## config.mk

```make
export PLATFORM = sky130hd
export DESIGN_NAME = wireframe_edge_sequencer
export DESIGN_NICKNAME = d
export VERILOG_FILES = /design/src/rtl/wireframe_pkg.sv /design/src/rtl/tri_fifo.sv /design/src/rtl/wireframe_edge_sequencer.sv
export SDC_FILE = /design/constraint.sdc
export NUM_CORES = 1
export LEC_CHECK = 0
export CAP_MARGIN = 15
export CORE_MARGIN = 2
export CORE_UTILIZATION = 35
export CTS_CLUSTER_SIZE = 28
export DETAILED_ROUTE_END_ITERATION = 12
export SLEW_MARGIN = 20
export SYNTH_ARGS = -nofsm -noshare
export SYNTH_HDL_FRONTEND = slang
export SYNTH_SLANG_ARGS = --single-unit
```

## constraint.sdc

```tcl
create_clock -name clk -period 4.57 [get_ports clk]
set_clock_uncertainty 0.15 [all_clocks]
set_input_delay 0.914 -clock clk [delete_from_list [all_inputs] [get_ports clk]]
set_output_delay 0.914 -clock clk [all_outputs]
set_load 0.05 [all_outputs]
```

## src/rtl/wireframe_pkg.sv

```systemverilog
// Shared types for the wireframe edge sequencer: FSM states, edge index, triangle record.
// Latency: n/a (types and constants only).
// Backpressure: n/a.
package wireframe_pkg;

  // Coordinate width of the line drawing core.
  localparam int WIREFRAME_WIDTH = 13;

  typedef enum logic [1:0] {
    ST_IDLE  = 2'd0,
    ST_CULL  = 2'd1,
    ST_ISSUE = 2'd2,
    ST_WAIT  = 2'd3
  } state_e;

  // Edge index 0..2: (v0,v1), (v1,v2), (v2,v0).
  typedef logic [1:0] edge_idx_t;

  // Triangle record at the default coordinate width. The sequencer declares
  // the same layout locally so it tracks its own WIDTH parameter.
  typedef struct packed {
    logic [WIREFRAME_WIDTH-1:0] x0;
    logic [WIREFRAME_WIDTH-1:0] y0;
    logic [WIREFRAME_WIDTH-1:0] x1;
    logic [WIREFRAME_WIDTH-1:0] y1;
    logic [WIREFRAME_WIDTH-1:0] x2;
    logic [WIREFRAME_WIDTH-1:0] y2;
  } tri_rec_t;

endpackage

```

## src/rtl/tri_fifo.sv

```systemverilog
// Synchronous FIFO of triangle records; read data is valid whenever not empty.
// Latency: a push is visible on rd_dat (empty low) the cycle after the write edge.
// Backpressure: full blocks push; push while full and pop while empty are ignored.
// Ports: clk, reset (async, active-high), push/wr_dat, pop/rd_dat, full, empty.
module tri_fifo #(
  parameter type T     = logic,
  parameter int  DEPTH = 2
) (
  input  logic clk,
  input  logic reset,
  input  logic push,
  input  T     wr_dat,
  input  logic pop,
  output T     rd_dat,
  output logic full,
  output logic empty
);

  localparam int AW = $clog2(DEPTH);

  // One extra pointer bit tells a wrapped (full) FIFO apart from an empty one.
  logic [AW:0] wr_ptr_q;
  logic [AW:0] rd_ptr_q;
  T            mem_q [DEPTH];

  assign empty  = (wr_ptr_q == rd_ptr_q);
  assign full   = (wr_ptr_q[AW] != rd_ptr_q[AW]) &&
                  (wr_ptr_q[AW-1:0] == rd_ptr_q[AW-1:0]);
  assign rd_dat = mem_q[rd_ptr_q[AW-1:0]];

  always_ff @(posedge clk or posedge reset) begin
    if (reset) begin
      wr_ptr_q <= '0;
      rd_ptr_q <= '0;
    end else begin
      if (push && !full)  wr_ptr_q <= wr_ptr_q + 1'b1;
      if (pop  && !empty) rd_ptr_q <= rd_ptr_q + 1'b1;
    end
  end

  // Storage needs no reset: entries are only read between push and pop.
  always_ff @(posedge clk) begin
    if (push && !full) mem_q[wr_ptr_q[AW-1:0]] <= wr_dat;
  end

endmodule

```

## src/rtl/wireframe_edge_sequencer.sv

```systemverilog
// Splits queued triangles into three line commands (v0-v1, v1-v2, v2-v0) for the line core.
// Latency: first line_start two cycles after a push into an idle, empty block (three with culling).
// Backpressure: in_ready = FIFO not full (registered state only); next edge waits for line_finish.
// Ports: clk, reset (async, active-high); in_valid/in_ready/in_x0..in_y2 triangle input;
//        line_start, x0/y0/x1/y1 line command; line_finish from line core;
//        busy, tri_done, tri_culled status.
// Build option: WIREFRAME_BACKFACE_CULL_EN adds a CULL state that drops triangles with area <= 0.
module wireframe_edge_sequencer
  import wireframe_pkg::*;
#(
  parameter int WIDTH = WIREFRAME_WIDTH,
  parameter int DEPTH = 2
) (
  input  logic             clk,
  input  logic             reset,
  input  logic             in_valid,
  output logic             in_ready,
  input  logic [WIDTH-1:0] in_x0,
  input  logic [WIDTH-1:0] in_y0,
  input  logic [WIDTH-1:0] in_x1,
  input  logic [WIDTH-1:0] in_y1,
  input  logic [WIDTH-1:0] in_x2,
  input  logic [WIDTH-1:0] in_y2,
  output logic             line_start,
  output logic [WIDTH-1:0] x0,
  output logic [WIDTH-1:0] y0,
  output logic [WIDTH-1:0] x1,
  output logic [WIDTH-1:0] y1,
  input  logic             line_finish,
  output logic             busy,
  output logic             tri_done,
  output logic             tri_culled
);

  typedef struct packed {
    logic [WIDTH-1:0] x0;
    logic [WIDTH-1:0] y0;
    logic [WIDTH-1:0] x1;
    logic [WIDTH-1:0] y1;
    logic [WIDTH-1:0] x2;
    logic [WIDTH-1:0] y2;
  } tri_t;

  tri_t in_tri, fifo_rd;
  logic fifo_full, fifo_empty, fifo_pop;

  state_e           state_q, state_d;
  edge_idx_t        edge_q, edge_d;
  tri_t             work_q, work_d;
  logic [WIDTH-1:0] x0_q, y0_q, x1_q, y1_q;
  logic [WIDTH-1:0] x0_d, y0_d, x1_d, y1_d;
  logic             line_start_q, line_start_d;
  logic             tri_done_q, tri_done_d;

  assign in_tri   = {in_x0, in_y0, in_x1, in_y1, in_x2, in_y2};
  assign in_ready = !fifo_full;

  tri_fifo #(.T(tri_t), .DEPTH(DEPTH)) u_fifo (
    .clk    (clk),
    .reset  (reset),
    .push   (in_valid && !fifo_full),
    .wr_dat (in_tri),
    .pop    (fifo_pop),
    .rd_dat (fifo_rd),
    .full   (fifo_full),
    .empty  (fifo_empty)
  );

`ifdef WIREFRAME_BACKFACE_CULL_EN
  // Twice the signed area; operands are zero-extended so the products never overflow.
  localparam int AREA_W = 2*WIDTH + 3;
  localparam int EXT_W  = AREA_W - WIDTH;
  logic signed [AREA_W-1:0] dx1, dy1, dx2, dy2, area;
  logic                     tri_culled_q, tri_culled_d;

  always_comb begin
    dx1  = $signed({{EXT_W{1'b0}}, work_q.x1}) - $signed({{EXT_W{1'b0}}, work_q.x0});
    dy1  = $signed({{EXT_W{1'b0}}, work_q.y1}) - $signed({{EXT_W{1'b0}}, work_q.y0});
    dx2  = $signed({{EXT_W{1'b0}}, work_q.x2}) - $signed({{EXT_W{1'b0}}, work_q.x0});
    dy2  = $signed({{EXT_W{1'b0}}, work_q.y2}) - $signed({{EXT_W{1'b0}}, work_q.y0});
    area = dx1 * dy2 - dx2 * dy1;
  end

  always_ff @(posedge clk or posedge reset) begin
    if (reset) tri_culled_q <= 1'b0;
    else       tri_culled_q <= tri_culled_d;
  end
  assign tri_culled = tri_culled_q;
`else
  assign tri_culled = 1'b0;
`endif

  always_comb begin
    state_d      = state_q;
    edge_d       = edge_q;
    work_d       = work_q;
    x0_d         = x0_q;
    y0_d         = y0_q;
    x1_d         = x1_q;
    y1_d         = y1_q;
    line_start_d = 1'b0;
    tri_done_d   = 1'b0;
    fifo_pop     = 1'b0;
`ifdef WIREFRAME_BACKFACE_CULL_EN
    tri_culled_d = 1'b0;
`endif
    case (state_q)
      ST_IDLE: begin
        if (!fifo_empty) begin
          fifo_pop = 1'b1;
          work_d   = fifo_rd;
          edge_d   = '0;
`ifdef WIREFRAME_BACKFACE_CULL_EN
          state_d  = ST_CULL;
`else
          state_d  = ST_ISSUE;
`endif
        end
      end
`ifdef WIREFRAME_BACKFACE_CULL_EN
      ST_CULL: begin
        // Clockwise or degenerate (area <= 0) triangles produce no lines.
        if (area[AREA_W-1] || (area == '0)) begin
          tri_culled_d = 1'b1;
          state_d      = ST_IDLE;
        end else begin
          state_d      = ST_ISSUE;
        end
      end
`endif
      ST_ISSUE: begin
        line_start_d = 1'b1;
        state_d      = ST_WAIT;
        case (edge_q)
          2'd0: begin
            x0_d = work_q.x0; y0_d = work_q.y0; x1_d = work_q.x1; y1_d = work_q.y1;
          end
          2'd1: begin
            x0_d = work_q.x1; y0_d = work_q.y1; x1_d = work_q.x2; y1_d = work_q.y2;
          end
          default: begin
            x0_d = work_q.x2; y0_d = work_q.y2; x1_d = work_q.x0; y1_d = work_q.y0;
          end
        endcase
      end
      ST_WAIT: begin
        if (line_finish) begin
          if (edge_q == 2'd2) begin
            tri_done_d = 1'b1;
            state_d    = ST_IDLE;
          end else begin
            edge_d  = edge_q + 2'd1;
            state_d = ST_ISSUE;
          end
        end
      end
      default: state_d = ST_IDLE;
    endcase
  end

  always_ff @(posedge clk or posedge reset) begin
    if (reset) begin
      state_q      <= ST_IDLE;
      edge_q       <= '0;
      work_q       <= '0;
      x0_q         <= '0;
      y0_q         <= '0;
      x1_q         <= '0;
      y1_q         <= '0;
      line_start_q <= 1'b0;
      tri_done_q   <= 1'b0;
    end else begin
      state_q      <= state_d;
      edge_q       <= edge_d;
      work_q       <= work_d;
      x0_q         <= x0_d;
      y0_q         <= y0_d;
      x1_q         <= x1_d;
      y1_q         <= y1_d;
      line_start_q <= line_start_d;
      tri_done_q   <= tri_done_d;
    end
  end

  assign line_start = line_start_q;
  assign tri_done   = tri_done_q;
  assign x0         = x0_q;
  assign y0         = y0_q;
  assign x1         = x1_q;
  assign y1         = y1_q;
  assign busy       = (state_q != ST_IDLE);

endmodule
```

==> results.sh <==
export IMPL_arrival_ns=2.49
export IMPL_synth_ff_latch_count=296
export IMPL_dp_final_hpwl_um=14200
export IMPL_synth_top_cell_by_area="edfxtp_1"
export IMPL_critical_path_reg2reg_startpoint="u_fifo.rd_ptr_q[0]$_DFFE_PP0P_"
export IMPL_synthTopCellsByArea="edfxtp_1, dfrtp_1, mux2_2"
export IMPL_timing_setup_tns_ns=0
export IMPL_ys_dominant_reg_cell="edfxtp_1"
export IMPL_syn_area_per_cell_um2=15.5
export IMPL_grt_pass1_vias=6701
export IMPL_clock_tree_root_cell="clkbuf_16"
export IMPL_insertedDiodeCount=0
export IMPL_gp_routability_congestion=0.668
export IMPL_tightest_slew_ns=0.832
export IMPL_flow_area_growth_from_synthesis_pct=24.3
export IMPL_clock_power_share_pct=21.8
export IMPL_io_pins=139
export IMPL_power_density_nw_per_um2=758
export IMPL_totalWireLength_um=24300
export IMPL_synthDistinctLibCells=29
export IMPL_total_leakage_power_nw=5.43
export IMPL_worst_setup_hold_path_clk_slew_ns=0.06
export IMPL_yosys_area_top_type_share_pct=40.3
export IMPL_critPathMaxFanout=39
export IMPL_detail_route_first_pass_iterations=4
export IMPL_vdd_ir_drop_max_mv=0.386
export IMPL_initial_utilization_pct=35.7
export IMPL_max_cap_violations=0
export IMPL_floorplan_rows=66
export IMPL_p_seq_share_pct=40.8
export IMPL_timing_hold_worst_path_depth=2
export IMPL_post_drt_via_cell_ratio=4.82
export IMPL_tritoncts_num_buffers=30
export IMPL_grt_antenna_before_repair=2
export IMPL_layout_nets=967
export IMPL_crit_start="u_fifo.rd_ptr_q[0]$_DFFE_PP0P_"
export IMPL_die_w_um=186
export IMPL_clk_insertion_delay_late_ns=0.55
export IMPL_grt_pass1_wl_um=38000
export IMPL_r2r_end="work_q[54]$_DFFE_PP0P_"
export IMPL_min_period_ns=3.55
export IMPL_ctsHtreeMaxLevel=1
export IMPL_netlist_area_um2=11600
export IMPL_totalPowerFinal_mw=11.0
export IMPL_final_fill_count=2905
export IMPL_detailed_route_via_count=6501
export IMPL_postSynth_asyncResetShare_pct=47.3
export IMPL_post_cts_resized=0
export IMPL_drtAntennaViolNets=0
export IMPL_synth_cells=750
export IMPL_floorplan_die_area_um2=34700
export IMPL_post_cts_hold_buffer_count=0
export IMPL_final_common_cell="edfxtp_1"
export IMPL_power_report_internal_total_mw=7.01
export IMPL_avgRoutedWirePerCell_um=18.1
export IMPL_setup_violations_final=0
export IMPL_worst_setup_path_start_kind="flip-flop"
export IMPL_layout_cells_non_filler=1348
export IMPL_dp_worst_setup_slack_ns=1.50
export IMPL_hold_class="flip-flop to flip-flop"
export IMPL_timing_final_hold_violations=0
export IMPL_cp_required_ns=3.51
export IMPL_seq_area_frac_synth_pct=70.4
export IMPL_total_of_warnings_raised_by_yosys=0
export IMPL_depth_of_the_worst_register_to_register_path=3
export IMPL_sw_frac_of_total_pct=36.0
export IMPL_max_clock_freq_mhz=282
export IMPL_worst_setup_path_endpoint="in_ready"
export IMPL_layout_worst_path_cycle_share_pct=77.7
export IMPL_post_route_worst_setup_slack_ns=1.02
export IMPL_gr_total_overflow=0
export IMPL_whs_ns=0.329
export IMPL_syn_nets=835
export IMPL_power_frac_comb_pct=37.3
export IMPL_core_um2=32600
export IMPL_synth_edf_count=156
export IMPL_tritoncts_clock_tree="yes"
export IMPL_final_cell_mix="edfxtp_1, mux2_2, dfrtp_1"
export IMPL_slew_headroom_pct=44.5
export IMPL_groute_usage_overall_pct=14.3
export IMPL_net_switching_power_mw=3.94
export IMPL_port_buffers=137
export IMPL_result_of_the_run="complete, no violations"
export IMPL_crit_path_end_kind="output port"
export IMPL_startpoint_to_endpoint_class_of_the_critical_path="flip-flop to output port"
export IMPL_post_place_cells=1291
export IMPL_die_h_um=186
export IMPL_numClockSinks=296
export IMPL_ff2ff_setup_slack_ns=2.13
export IMPL_drc=0
export IMPL_drtIter0Drc=319
export IMPL_number_of_setup_buffers_added_after_cts=0
export IMPL_timing_max_transition_violations_final=0
export IMPL_post_route_cells_drive_above_1_share_pct=23.8
export IMPL_grt_start_max_net_pins=106
export IMPL_grt_setup_unrepaired="no"
export IMPL_clock_path_buffers=3
-- cell type report --
type	instances	area [µm²]	area share, %
timing repair buffer	147	1490	10.3
clock inverter	14	118	0.814
clock buffer	42	857	5.93
multi-input combinational	400	3210	22.2
tap	442	553	3.83
inverter	7	35.0	0.242
sequential	296	8190	56.7
-- worst min-delay path by stage --
| stage | startpoint | to | slack (ns) |
|---|---|---|---|
| final | y0[7]$_DFFE_PP0P_ | y0[7]$_DFFE_PP0P_ | 0.33 |
| after global routing | x0[1]$_DFFE_PP0P_ | x0[1]$_DFFE_PP0P_ | 0.35 |
| after CTS | y0[7]$_DFFE_PP0P_ | y0[7]$_DFFE_PP0P_ | 0.33 |
| after detailed placement | y0[7]$_DFFE_PP0P_ | y0[7]$_DFFE_PP0P_ | 0.32 |
| after global placement | x1[1]$_DFFE_PP0P_ | x1[1]$_DFFE_PP0P_ | 0.31 |
| after floorplan | work_q[52]$_DFFE_PP0P_ | work_q[52]$_DFFE_PP0P_ | 0.33 |
-- worst max-delay path: stages (launching register included) --
cell,delay [ns]
dfrtp_4,0.79
xnor2_1,0.24
nand2_1,0.12
clkdlybuf4s50_1,0.80
-- state kept, by name, indices dropped and copies added (netlist names) --
name and count:
u_fifo.rd_ptr_q 2, u_fifo.wr_ptr_q 2, x0 13, line_start 1, x1 13, tri_done 1
edge_q 2, y1 13, work_q 78, state_q 2, u_fifo.mem_q 156, y0 13
-- cell usage after synthesis (all sizes together) (3+ instances only) --
cell type,number
o21ai,54
inv,7
ha,3
buf,13
nor2,5
xnor2,5
a21oi,54
a22o,52
edfxtp,156
dfrtp,140
nand2,56
clkbuf,34
xor2,3
mux2,156
-- kinds of logic (layout without fill, tap and decap cells) --
family / after synthesis / in the layout / synth area share (%)
other cells: 1 / 1 / 0.0322
flops: 296 / 296 / 70.4
simple gates: 67 / 67 / 2.27
mux: 157 / 157 / 15.2
fa+ha+maj: 3 / 3 / 0.323
buf+inv: 54 / 210 / 2.24
compound gates: 164 / 164 / 8.93
xor+xnor: 8 / 8 / 0.603
-- metal layers --
layer / up-vias / global-route usage, % / part of all wire, %
li1: 3060 / - / -
met1: 3252 / 19.7 / 45
met2: 156 / 23.4 / 47
met3: 29 / 3.19 / 7.0
met4: 4 / 2.93 / 1.2
met5: - / 0 / 0.086
-- power groups by stage --
stage | Combinational, mW | Clock (mW) | Sequential [mW]
detailed placement | 4.12 | 0 | 4.52
global placement | 4.08 | 0 | 4.50
floorplan | 2.32 | 0 | 5.03
finish | 4.09 | 2.39 | 4.47
global route | 4.47 | 2.58 | 4.60
CTS | 4.14 | 2.47 | 4.48
-- metrics by stage --
step	instance area (µm²)	utilization (%)
after floorplan	11600	-
after global placement	13400	41.2
after detailed placement	13400	41.2
after CTS	14400	44.2
after global routing	14500	44.3
final	14500	44.3
Power figures use the tool's default switching activity.
==> edit 1, RTL diff (same settings) <==
Set the package constant `WIREFRAME_WIDTH` to 15 (it was 13).
--- a/src/rtl/wireframe_pkg.sv
+++ b/src/rtl/wireframe_pkg.sv
@@ -4,7 +4,7 @@
 package wireframe_pkg;
 
   // Coordinate width of the line drawing core.
-  localparam int WIREFRAME_WIDTH = 13;
+  localparam int WIREFRAME_WIDTH = 15;
 
   typedef enum logic [1:0] {
     ST_IDLE  = 2'd0,
Ports: changed (10 resized); port bits go from 139 to 159. No check against the original RTL was run, so the function may have changed too.
==> edit 1 against the unedited design <==
  * Routed wire length increased by 20%
  * Global-route usage increased by 0.20 points
  * Clock power increased by 36%
  * Sequential share of layout area decreased by 1.5 points
  * Cell area increased by 18%
  * Critical endpoint unchanged
  * Count of clock-buffer cells in the layout increased by 12
  * Fmax decreased by 0.38%
  * Sequential cell count increased by 44
  * Worst setup slack got worse by 0.014 ns
  * Synthesized area increased by 17%
  * Cell count increased by 16%
  * Via count increased by 16%
  * Power increased by 22%
==> edit 1: results (changes against the unedited design) <==
* Post-CTS Setup Bufs at 0 (unchanged)
* Initial antenna violation count at 0 (-2)
* P_int at 0.00870 W (+24%)
* Flop-to-flop setup slack at 1.89 ns (-0.24 ns)
* Top cells by area, synth: edfxtp_1 40%, dfrtp_1 29%, mux2_2 9.4%
* Ys Warns at 0 (unchanged)
* DP Wirelength at 17100 um (+21%)
* # resized after CTS at 0 (unchanged)
* Total iterations of the first detailed-routing run at 5 (+1)
* Largest net degree at the start of global routing at 91 (-14%)
* Post-synth top cells: 180 x edfxtp_1, 160 x dfrtp_1, 113 x mux2_2, 67 x mux2_4, 64 x nand2_1
* Max reg flops at 180 (+15%)
* EDFF count, synth at 180 (+15%)
* Port Buf Inserts at 157 (+15%)
* CP Data Arrival Time at between 2 and 3 ns
* Tot GR Track Use at 0.145 (+0.00205)
* Hold_ws at 0.328 ns (-0.00108 ns)
* TritonCTS buffer count at 38 (+27%)
* Total routed wirelength at 29200 um (+20%)
* Leakage power at 6.53 nW (+20%)
* Reg-to-reg endpoint: work_q[89]
* Ys async rst share at 0.471 (-0.00238)
* Startpoint types: flop
* Root Driver: clkbuf_16
* Critical path fanouts, max at 42 (+7.7%)
* Reg2Reg Depth at 4 (+1)
* Library cells used by synthesis at 30 (+3.4%)
* Reg-to-reg startpoint: u_fifo.rd_ptr_q[0]
* H-tree Lvls at 2 (+1)
* Antenna cell count at 0 (unchanged)
* Post-layout nets at 1109 (+15%)
* Worst-path clk slew at 0.06 ns (about the same)
* Clock Latency Late Sink at 0.52 ns (-0.03 ns)
* Status: finished clean
* Fillers at 3395 (+17%)
* Layout cells sized above 1 at 0.249 (+0.0101)
* # setup viols final at 0 (unchanged)
* Worst vdd rail ir drop at 0.428 mV (+11%)
* Drt initial violations at 297 (-6.9%)
* Final critical-path share of the clock period at 0.780 (+0.00298)
* First-pass GRT wire length at 45700 um (+20%)
* Vias per inst at 4.83 (about the same)
* Hold crit path type: flop to flop
* Longest Clk Path Bufs at 3 (unchanged)
* Share of the yosys chip area belonging to registers at 0.693 (-0.0116)
* Hold violation count in the final report at 0 (unchanged)
* Vias in the first global route at 7816 (+17%)
* # DRC at 0 (unchanged)
* Slew headroom at 0.404 (-0.0417)
* Synthesized Nets at 955 (+14%)
* DP Worst Slack at 1.49 ns (-0.0127 ns)
* CP endpoint: in_ready
* Gpl congestion at 0.723 (+8.2%)
edit 1: cell count changes after synthesis, sizes merged:
| cell | change |
|---|---|
| edfxtp | +24 |
| mux2 | +24 |
| dfrtp | +20 |
| a21oi | +8 |
| a22o | +8 |
| nand2 | +8 |
| o21ai | +8 |
| clkbuf | +6 |
| buf | +2 |
edit 1: logic make-up after synthesis:
kind of cell    Yosys count  synth area share
mux                     181             0.168
other cells               1          0.000276
compound gates          188            0.0869
simple gates             75            0.0216
fa+ha+maj                 3           0.00276
xor+xnor                  8           0.00516
buf+inv                  62            0.0223
flops                   340             0.693
edit 1: cell type report:
type                            count  share of cell area
Clock inverter                     16              0.0149
Multi-Input combinational cell    456               0.229
Clock buffer                       54              0.0642
Tap cell                          518              0.0380
Inverter                            7             0.00191
Sequential cell                   340               0.552
Timing Repair Buffer              169               0.100
edit 1: worst max-delay path, stage by stage (launching register included):
cell and delay [ns]:
dfrtp_4 0.81, xnor2_1 0.24, nand2_1 0.13, clkdlybuf4s50_1 0.80
edit 1: how the worst min path moves through the flow:
stage	start	to	cells after the start
final	y1[12]	y1[12]	2
after global routing	y1[3]	y1[3]	2
after CTS	y1[12]	y1[12]	2
after detailed placement	y1[12]	y1[12]	2
after global placement	y0[9]	y0[9]	2
after floorplan	u_fifo.rd_ptr_q[1]	u_fifo.rd_ptr_q[1]	1
edit 1: power groups by stage:
stage | clock network, W | registers (W) | logic [W]
global placement | 0 | 0.00518 | 0.00493
CTS | 0.00335 | 0.00517 | 0.00501
global route | 0.00346 | 0.00530 | 0.00532
finish | 0.00325 | 0.00516 | 0.00492
detailed placement | 0 | 0.00522 | 0.00499
floorplan | 0 | 0.00579 | 0.00290
edit 1: metal layers:
layer / routed length, um / global-route usage / vias to the layer above / part of all wire
met5: 0 / 0 / - / 0
met4: 505 / 0.0376 / 0 / 0.017
met3: 1500 / 0.0326 / 39 / 0.051
met2: 13200 / 0.226 / 163 / 0.45
met1: 14000 / 0.205 / 3821 / 0.48
li1: - / - / 3504 / -
edit 1: stage by stage:
step | std cells | cell area [um2] | util
2_1_floorplan | 858 | 13600 | -
3_3_place_gp | 1490 | 15700 | 0.409
3_5_place_dp | 1490 | 15700 | 0.409
4_1_cts | 1560 | 17100 | 0.444
5_1_grt | 1560 | 17100 | 0.444
6_report | 1560 | 17100 | 0.444
==> edit 2, RTL diff (config.mk and constraints unchanged) <==
Made on the original files. Take the reset off `x1_q` and load it in a clocked block of its own.
--- a/src/rtl/wireframe_edge_sequencer.sv
+++ b/src/rtl/wireframe_edge_sequencer.sv
@@ -165,7 +165,6 @@
       work_q       <= '0;
       x0_q         <= '0;
       y0_q         <= '0;
-      x1_q         <= '0;
       y1_q         <= '0;
       line_start_q <= 1'b0;
       tri_done_q   <= 1'b0;
@@ -175,11 +174,14 @@
       work_q       <= work_d;
       x0_q         <= x0_d;
       y0_q         <= y0_d;
-      x1_q         <= x1_d;
       y1_q         <= y1_d;
       line_start_q <= line_start_d;
       tri_done_q   <= tri_done_d;
     end
+  end
+
+  always_ff @(posedge clk) begin
+    x1_q <= x1_d;
   end
 
   assign line_start = line_start_q;
Function: differs if reset is asserted again (counterexample within 4 cycles, from zero or initial values and one cycle with reset high); with reset held inactive, the same outputs for 10 cycles.
==> edit 2 against the unedited design <==
  * Power shrank 0.38%
  * Via count down 2.0%
  * Worst setup slack better by 0.045 ns
  * Cell area fell by 0.67%
  * Synthesized area fell by 0.33%
  * Highest routed layer is now met4
  * Non-clock buffer count down 3
  * Routed wire length increased by 0.47%
  * First-iteration DRC count fell by 17%
  * Sequential cell count stayed put
  * Cell count fell by 1.2%
  * Clock power is 3% lower
==> edit 2: results (changes against the unedited design) <==
* Drt initial violations at 264 (-17%)
* Layout cells sized above 1 at 0.232 (-0.00669)
* Synth-to-Final Area Change at 23.9%
* Mux cell area share after synthesis at 0.152 (+0.000508)
* Count of multi-input gates at 387 (-3.3%)
* Gpl congestion at 0.710 (+6.2%)
* Ys async rst share at 0.429 (-0.0439)
* Vias in the first global route at 6639 (-0.93%)
* Post-layout nets at 951 (-1.7%)
* Fillers at 2938 (+1.1%)
* Synth Area in XOR/XNOR at 0.00605 (+0.0000202)
* Library cells used by synthesis at 31 (+6.9%)
* Invs w/o clock at 7 (unchanged)
* Area of the multi-input gates at 3110 um2 (-3.0%)
* TritonCTS buffer count at 30 (unchanged)
* Per-cell routed wire length at 18.4 um (+1.7%)
* First-pass GRT wire length at 37700 um (-0.94%)
* Synthesized Nets at 820 (-1.8%)
* Leakage power at 5.35 nW (-1.6%)
* Area post-placement at 13400 um2 (-0.25%)
* Clk_buf instances at 46 (+9.5%)
* DP Wirelength at 14500 um (+2.0%)
* Crit path largest cell delay at 0.71 ns (-0.09 ns)
* Hold crit path type: flop to flop
* Avg Inst Size Synth at 15.8 um2 (+1.7%)
* Share of the yosys chip area belonging to registers at 0.712 (+0.00797)
* Initial antenna violation count at 0 (-2)
* H-tree Lvls at 1 (unchanged)
* Non-clock buffering overhead at 0.102 (-0.00140)
* CP Data Arrival Time at 2.44 ns (-0.05 ns)
* Most frequent cell after synthesis: edfxtp_1
* Via count at 6371 (-2.0%)
* Top cells by area, synth: edfxtp_1 44%, dfrtp_1 27%, mux2_2 14%
* Setup crit end kind: output port
* Clock network area share at 0.0653 (-0.00216)
* Antenna cell count at 1 (+1)
* Tot GR Track Use at 0.143 (+0.000195)
* EDFF count, synth at 169 (+8.3%)
* Worst Tran Pin Value at 1.03 ns (+0.197 ns)
* Worst-path clk slew at 0.06 ns (about the same)
* Post-Synth Adder-Cell Area at 0.00324 (+0.0000108)
* Largest net degree at the start of global routing at 88 (-17%)
* Compound-gate portion of the synthesized area at 0.0770 (-0.0123)
* Post-synth top cells: 169 x edfxtp_1, 149 x mux2_2, 127 x dfrtp_1, 69 x nand2_1, 41 x o21ai_0
* Worst vdd rail ir drop at 0.360 mV (-6.6%)
* Signal buffers at 144 (-2.0%)
* Storage cell area at 8260 um2 (+0.79%)
* Critical path fanouts, max at 28 (-28%)
* Status: finished clean
[edit 2: changes by cell type after synthesis, moves of 13 or more]
cell,delta
a21oi_1,-13
a22o_1,-13
a22oi_1,+13
dfrtp_1,-13
edfxtp_1,+13
nand2_1,+13
o21ai_0,-13
[edit 2: layer usage]
layer	wire, um	global-route usage	vias to the layer above
li1	-	-	2992
met1	11500	0.195	3211
met2	11600	0.239	134
met3	983	0.0254	34
met4	389	0.0321	0
met5	0	0	-
[edit 2: tightest hold or removal path: stages (launching register included)]
cell	delay, ns
dfrtp_1	0.34
nand2_1	0.04
o21ai_0	0.05
[edit 2: worst paths after layout]
path,startpoint,cells past startpoint,slack (ns),end
setup / recovery,u_fifo.rd_ptr_q[0],3,1.06,in_ready
min in group asynchronous,reset,2,0.75,x0[0]
hold / removal,x0[2],2,0.32,x0[2]
max in group asynchronous,reset,3,2.67,work_q[43]
hold reg to reg,x0[2],2,0.32,x0[2]
setup reg to reg,u_fifo.rd_ptr_q[0],4,1.79,work_q[73]
[edit 2: through the flow]
stage,util,setup WS [ns],power (W),hold WS (ns),cells
floorplan,-,0.122,0.00739,0.332,735
global placement,0.412,1.51,0.00862,0.311,1276
detailed placement,0.412,1.48,0.00872,0.320,1276
CTS,0.441,1.02,0.0111,0.334,1331
global route,0.441,0.958,0.0116,0.352,1331
finish,0.441,1.06,0.0109,0.323,1332
[edit 2: cell families after synthesis]
group,count (synthesis)
DFF,296
xor gates and xnor gates,8
and+or+nand+nor,80
buffers and inverters,52
adders and majority gates,3
other,1
muxes,157
AOI/OAI and AO/OA,138
[edit 2: where the power goes]
part / internal (W) / switching (W)
logic: 0.00165 / 0.00241
registers: 0.00396 / 0.000558
clock network: 0.00134 / 0.000976
total: 0.00696 / 0.00395
